File: config.mk
export PLATFORM = sky130hd
export DESIGN_NAME = reg_mem_sequencer
export DESIGN_NICKNAME = d
export VERILOG_FILES = /design/src/rtl/reg_mem_sequencer.sv
export SDC_FILE = /design/constraint.sdc
export NUM_CORES = 1
export LEC_CHECK = 0
export BUFFER_PORTS_ARGS = -buffer_cell sky130_fd_sc_hd__buf_2
export CAP_MARGIN = 15
export CORE_UTILIZATION = 45
export DETAILED_ROUTE_END_ITERATION = 6
export GPL_ROUTABILITY_DRIVEN = 1
export PLACE_DENSITY = 0.74
export SLEW_MARGIN = 40
export SYNTH_ARGS = -nofsm -noshare
export SYNTH_HDL_FRONTEND = slang
export SYNTH_SLANG_ARGS = --single-unit
File: constraint.sdc
create_clock -name clk -period 2.2 [get_ports clk]
set_input_delay 0.11 -clock clk [delete_from_list [all_inputs] [get_ports clk]]
set_output_delay 0.11 -clock clk [all_outputs]
set_load 0.01 [all_outputs]
File: src/rtl/reg_mem_sequencer.sv
// reg_mem_sequencer
// Transfers a block of registers V0..Vx between the register file and memory.
// A store (dir=0) writes V0..Vx to memory. A load (dir=1) reads memory into
// V0..Vx. The block of memory starts at base_addr.
//
// Ports
//   clk, rst        clock and asynchronous active-high reset
//   start           begin one transfer (sampled only in IDLE)
//   dir             0 = store registers to memory, 1 = load memory to registers
//   last_reg        index of the last register transferred (inclusive)
//   base_addr       memory address of V0
//   busy, done      transfer in progress / one-cycle completion pulse
//   i_next          base_addr + last_reg + 1 of the last completed transfer
//   rf_*            register file address, write strobe, write and read data
//   mem_*           memory request handshake: req is held until ack
module reg_mem_sequencer #(
    parameter int ADDR_W = 12
) (
    input  logic              clk,
    input  logic              rst,
    input  logic              start,
    input  logic              dir,
    input  logic [3:0]        last_reg,
    input  logic [ADDR_W-1:0] base_addr,
    output logic              busy,
    output logic              done,
    output logic [ADDR_W-1:0] i_next,
    output logic [3:0]        rf_address,
    output logic              rf_write,
    output logic [7:0]        rf_write_data,
    input  logic [7:0]        rf_read_data,
    output logic              mem_req,
    output logic              mem_we,
    output logic [ADDR_W-1:0] mem_addr,
    output logic [7:0]        mem_wdata,
    input  logic [7:0]        mem_rdata,
    input  logic              mem_ack
);

    typedef enum logic [1:0] {
        IDLE,
        XFER,
        WB,
        DONE
    } state_t;

    state_t            state_q, state_d;
    logic [3:0]        idx_q, idx_d;
    logic              dir_q, dir_d;
    logic [3:0]        last_q, last_d;
    logic [ADDR_W-1:0] base_q, base_d;
    logic [7:0]        rdata_q, rdata_d;
    logic [ADDR_W-1:0] i_next_q, i_next_d;
    logic [ADDR_W-1:0] end_addr;
    logic              at_last;

    // Address just past the block; the addition wraps at 2^ADDR_W.
    assign end_addr = base_q + ADDR_W'(last_q) + ADDR_W'(1);
    assign at_last  = (idx_q == last_q);

    always_ff @(posedge clk or posedge rst) begin
        if (rst) begin
            state_q  <= IDLE;
            idx_q    <= '0;
            dir_q    <= 1'b0;
            last_q   <= '0;
            base_q   <= '0;
            rdata_q  <= '0;
            i_next_q <= '0;
        end else begin
            state_q  <= state_d;
            idx_q    <= idx_d;
            dir_q    <= dir_d;
            last_q   <= last_d;
            base_q   <= base_d;
            rdata_q  <= rdata_d;
            i_next_q <= i_next_d;
        end
    end

    always_comb begin
        state_d  = state_q;
        idx_d    = idx_q;
        dir_d    = dir_q;
        last_d   = last_q;
        base_d   = base_q;
        rdata_d  = rdata_q;
        i_next_d = i_next_q;
        case (state_q)
            IDLE: begin
                if (start) begin
                    dir_d   = dir;
                    last_d  = last_reg;
                    base_d  = base_addr;
                    idx_d   = '0;
                    state_d = XFER;
                end
            end
            XFER: begin
                if (mem_ack) begin
                    if (dir_q) begin
                        rdata_d = mem_rdata;
                        state_d = WB;
                    end else if (at_last) begin
                        i_next_d = end_addr;
                        state_d  = DONE;
                    end else begin
                        idx_d = idx_q + 4'd1;
                    end
                end
            end
            WB: begin
                if (at_last) begin
                    i_next_d = end_addr;
                    state_d  = DONE;
                end else begin
                    idx_d   = idx_q + 4'd1;
                    state_d = XFER;
                end
            end
            DONE: begin
                state_d = IDLE;
            end
            default: begin
                state_d = IDLE;
            end
        endcase
    end

    always_comb begin
        busy          = 1'b0;
        done          = 1'b0;
        rf_address    = '0;
        rf_write      = 1'b0;
        rf_write_data = '0;
        mem_req       = 1'b0;
        mem_we        = 1'b0;
        mem_addr      = '0;
        mem_wdata     = '0;
        case (state_q)
            XFER: begin
                busy       = 1'b1;
                mem_req    = 1'b1;
                mem_we     = ~dir_q;
                mem_addr   = base_q + ADDR_W'(idx_q);
                rf_address = idx_q;
                if (!dir_q) begin
                    mem_wdata = rf_read_data;
                end
            end
            WB: begin
                busy          = 1'b1;
                rf_write      = 1'b1;
                rf_address    = idx_q;
                rf_write_data = rdata_q;
            end
            DONE: begin
                done = 1'b1;
            end
            default: begin
            end
        endcase
    end

    assign i_next = i_next_q;

endmodule

### Word-level counts from Yosys, hierarchy flattened

Index checks and enable logic that the tools add are counted.

* register bits: 43
* word-level logic and storage cells: 54
* input port bits: 37
* output and inout bits: 49

* reductions and logical operators: 9
* add/sub/neg operators: 4
* mux-type cells: 25
* eq/ne operators: 8
* bitwise operators: 1

Operators with widths (count)
* $mux W12: 4
* $add A12 B4 Y12: 2
* $mux W8: 3
* $pmux W12 S2: 1
* $mux W4: 5
* $add A12 B1 Y12 const B: 1
* $pmux W4 S3: 1
* $mux W2: 5
* $reduce_and A3 Y1: 3
* $pmux W2 S4: 1
* $ne A2 B2 Y1 const B: 3
* $mux W1: 5
* $add A4 B1 Y4 const B: 1
* $eq A2 B2 Y1 const B: 2
* $eq A4 B4 Y1: 1
* $reduce_and A4 Y1: 1
* $ne A3 B3 Y1 const B: 1
* $reduce_bool A3 Y1: 1
* $eq A2 B1 Y1 const B: 1
* $logic_not A2 Y1: 1
* $reduce_and A2 Y1: 1
* $reduce_bool A2 Y1: 1
* $reduce_or A2 Y1: 1
* $not A1 Y1: 1

### Depth between registers and ports, before layout

* depth in word-level cells: 6
* mapped depth: 9
* mapped depth without buffers: 9

### Worst setup path before layout

No wires, ideal clock.

* kind: register -> output
* start point: register idx_q[0]
* end point: output mem_addr[10]
* stages on the path, launching flop included: 7
* buffers on the path: 0
* data arrival time: 1.878 ns
* slack: 0.212 ns
* required time: 2.090 ns
* path through: dfrtp_1 > ha_1 > fa_1 > a21o_1 > a21oi_1 > o21ai_0 > a21oi_1

* cells in the longest elaborated chain, start to end: 2

Ends and longest elaborated chain
* from (decl): line 48 `logic [3:0] idx_q, idx_d;`
* from (signal assigned): line 72 `idx_q <= idx_d;`
* $add A12 B4 Y12: line 145 `mem_addr = base_q + ADDR_W'(idx_q);`
* $mux W12: line 140 `case (state_q)`
* to (decl): line 34 `output logic [ADDR_W-1:0] mem_addr,`

Every way passes these cells.

### Worst setup path in the final report

* start point: register base_q[0]
* end point: output mem_addr[4]

* cells in the longest elaborated chain, start to end: 2

Ends and longest elaborated chain
* from (decl): line 51 `logic [ADDR_W-1:0] base_q, base_d;`
* from (signal assigned): line 75 `base_q <= base_d;`
* $add A12 B4 Y12: line 145
* $mux W12: line 140

Every way passes these cells.

==> flow_summary_export.csv <==
group,metric,value,unit
power,leakagePower,1.65,nW
logic_synthesis,synth.yosys.seq_area_share,0.413,
logic_synthesis,synthTopCellsByArea,"dfrtp_1 (41%), mux2_2 (11%), ha_1 (6.7%)",
logic_synthesis,netlist.area_leader.share,0.413,
critical_path,reg2regPathDepth,10,
logic_synthesis,synth_compound_area_frac,0.112,
critical_path,worstSetupEndpoint,"mem_addr[4]",
drt,vias,2154,
critical_path,rrSetupSlack,0.12,ns
logic_synthesis,synth_warnings,0,
grt,grt_pass1_wl,9570,um
drt,post_drt_wl_per_cell,14.0,um
clocking,cts_tree,"done",
drt,wirelength,5910,um
critical_path,reg2reg_from,"base_q[0]$_DFFE_PP0P_",
sta,relSlewSlack,0.642,
sta,final.period_utilization,1.01,
logic_synthesis,synth.avg_cell_area,10.5,um2
floorplan,fp.dieH,78.1,um
sta,fmax,450,MHz
sta,setup_viol_count_final,3,
power,ir_worst_vdd,0.762,mV
critical_path,critPathCaptureType,"output pin",
critical_path,cp_cell_sequence,"ha_4, fa_2, a21o_1, a21oi_4, xor2_1, nor2_1, buf_2",
finish,nFillCells,473,
grt,grt_max_degree,44,
clocking,cts_max_path_buffers,2,
critical_path,path_class,"flip-flop to output pin",
finish,syn_to_final_growth,28.1,%
placed_design,pre_cts_ws,0.101,ns
sta,rsz0062_at_grt,"true",
drt,drcViolationCount,0,
logic_synthesis,synthArstFlopShare,1.00,
logic_synthesis,synth_ff_type,"dfrtp_1",
sta,final.min_clock_period,2.22,ns
logic_synthesis,synth_xor_area_frac,0.0639,
critical_path,cp_num_cells,7,
grt,overflow,0,
outcome,violations,"setup timing",
sta,whs,0.0380,ns
clocking,numCtsBuffers,5,
finish,antenna_cells,0,
clocking,cts.clk_slew.worst_paths,0.08,ns
logic_synthesis,synthSimpleGateAreaFrac,0.162,
logic_synthesis,synthAdderAreaFrac,0.0827,
clocking,numClockSinks,43,
floorplan,die_w,78.1,um
critical_path,r2r-end,"i_next[6]$_DFFE_PP0P_",
grt,track_usage,0.201,
critical_path,cp_slowest_stage_delay,0.43,ns
drt,dr.pass1.iters,4,
floorplan,core-area,0.00554,mm2
critical_path,crit_buf_inv,1,
sta,finClkSkew,0.00398,ns
power,p_per_area,1620,mW/mm2
drt,dr.first_iter.drc_count,104,
finish,final_layout_size_suffix_gt1_frac,0.427,
placed_design,port_buffers,85,
sta,worst_pin_slew,0.537,ns
critical_path,slowest_stage,"dfrtp_1",
clocking,clk_latency,0.30,ns
grt,grt_antenna_before_repair,0,
finish,final_util,0.602,
hold_path,hold_path_class,"input port to flip-flop",
job,drv_cap,0,
critical_path,critPathLaunch,"base_q[0]$_DFFE_PP0P_",
power,p_total,5.41,mW
critical_path,critical_path.max_fanout,7,
logic_synthesis,synthCells,249,
drt,viasPerCell,5.09,
logic_synthesis,synthesis.area,0.00260,mm2
placed_design,place_congestion,0.820,
sta,finalHoldViolations,0,
critical_path,startpoint_type,"flip-flop",
logic_synthesis,synth_fp_nets,302,
logic_synthesis,synth-edff-count,0,
finish,layout_commonest_cell,"buf_2",
drt,ant_nets,0,
floorplan,start_util,0.470,
logic_synthesis,synth_top_family_by_area,"simple AND/OR/NAND/NOR gates",
floorplan,rows,27,
logic_synthesis,synth_area_leader_cell,"dfrtp_1",
floorplan,io_pins,86,
clocking,cts-root-buf,"clkbuf_8",
finish,final_cell_mix,"buf_2 (85), dfrtp_1 (42), mux2_2 (26), nor2_1 (24), a21oi_1 (15)",
outcome,status,"finished with violations",
finish,nets,403,
logic_synthesis,yosys-mux-area-fraction,0.130,
critical_path,cp.required,2.09,ns
floorplan,die-area,0.00609,mm2
critical_path,critPathArrivalTime,2.11,ns
logic_synthesis,synth_cell_types,46,
critical_path,critical-path-top-delay-family,"adder cells",
sta,final.setup.worst_slack,-0.0219,ns
sta,drv_slew,0,
placed_design,dpl.hpwl,4320,um
logic_synthesis,synth-seq-cells,43,
grt,grt_pass1_vias,2023,
clocking,htreeDepth,2,
layer usage:
metal	track usage	part of all wire	vias to the layer above
met4	0.0667	0.014	0
li1	-	-	1066
met2	0.327	0.49	52
met3	0.0395	0.035	7
met1	0.268	0.46	1029
met5	0	0	-
flip-flops by register name, summed over array words and instances (netlist names):
register,cells
state_q,2
last_q,4
i_next,12
rdata_q,8
idx_q,4
dir_q,1
base_q,12
worst register-to-register path: stages (launching register included):
cell and delay, ns:
dfrtp_1 0.43, buf_4 0.15, inv_1 0.05, ha_1 0.15, inv_1 0.06, fa_2 0.35, a21o_1 0.19, a21oi_4 0.17
nor2_1 0.08, xnor2_1 0.24, a21oi_1 0.11
kinds of logic (layout without fill, tap and decap cells):
group	count (synthesis)	after routing
muxes	30	30
xor gates and xnor gates	19	19
DFF	43	43
AOI/OAI and AO/OA	47	47
and+or+nand+nor	75	75
adders and majority gates	16	16
buffers and inverters	19	121
where the power goes:
part	internal [mW]	leakage [nW]	total (mW)	switching, mW
Sequential	1.20	0.509	1.62	0.426
Clock	0.222	0.0412	0.495	0.273
Combinational	1.58	1.10	3.29	1.72
Total	2.99	1.65	5.41	2.42
worst min-delay path by stage:
stage / start / to / slack (ns) / cells after the start
floorplan: base_addr[0] / base_q[0]$_DFFE_PP0P_ / 0.26 / 1
global placement: rst / i_next[9]$_DFFE_PP0P_ / 0.26 / 3
detailed placement: rst / i_next[9]$_DFFE_PP0P_ / 0.27 / 3
CTS: mem_rdata[2] / rdata_q[2]$_DFFE_PP0P_ / 0.03 / 2
global route: mem_rdata[1] / rdata_q[1]$_DFFE_PP0P_ / 0.03 / 2
finish: mem_rdata[2] / rdata_q[2]$_DFFE_PP0P_ / 0.04 / 2
layout make-up:
cell class,instances,area (um2),share of cell area
Inverter,13,48.8,0.0146
Tap cell,72,90.1,0.0270
Multi-Input combinational cell,187,1490,0.447
Timing Repair Buffer,100,541,0.162
Sequential cell,43,1080,0.323
Clock buffer,6,72.6,0.0218
Clock inverter,2,12.5,0.00375
metrics by stage:
stage               TNS, ns  std cells  instance area (um2)
finish              -0.0419        423                 3330
global route         -0.544        423                 3330
CTS                       0        418                 3250
detailed placement        0        409                 3140
global placement          0        409                 3140
floorplan                 0        249                 2600
Yosys cell counts, types with 4 or more instances:
cell type	n
a21o_1	4
a21oi_1	18
and2_1	13
and3_1	9
dfrtp_1	43
ha_1	14
inv_1	13
mux2_2	26
nand2_1	9
nand3_1	4
nor2_1	24
o21ai_0	8
xnor2_1	14
xor2_1	5
what timing repair did:
item / CTS / global route
gates resized for setup: 4 / 10
pin swaps: 1 / 8
setup endpoints to repair: 8 / 11
hold buffers: 1 / 0
endpoints found under the hold margin: 43 / 0
setup buffers: 0 / 5
Power figures use the tool's default switching activity.
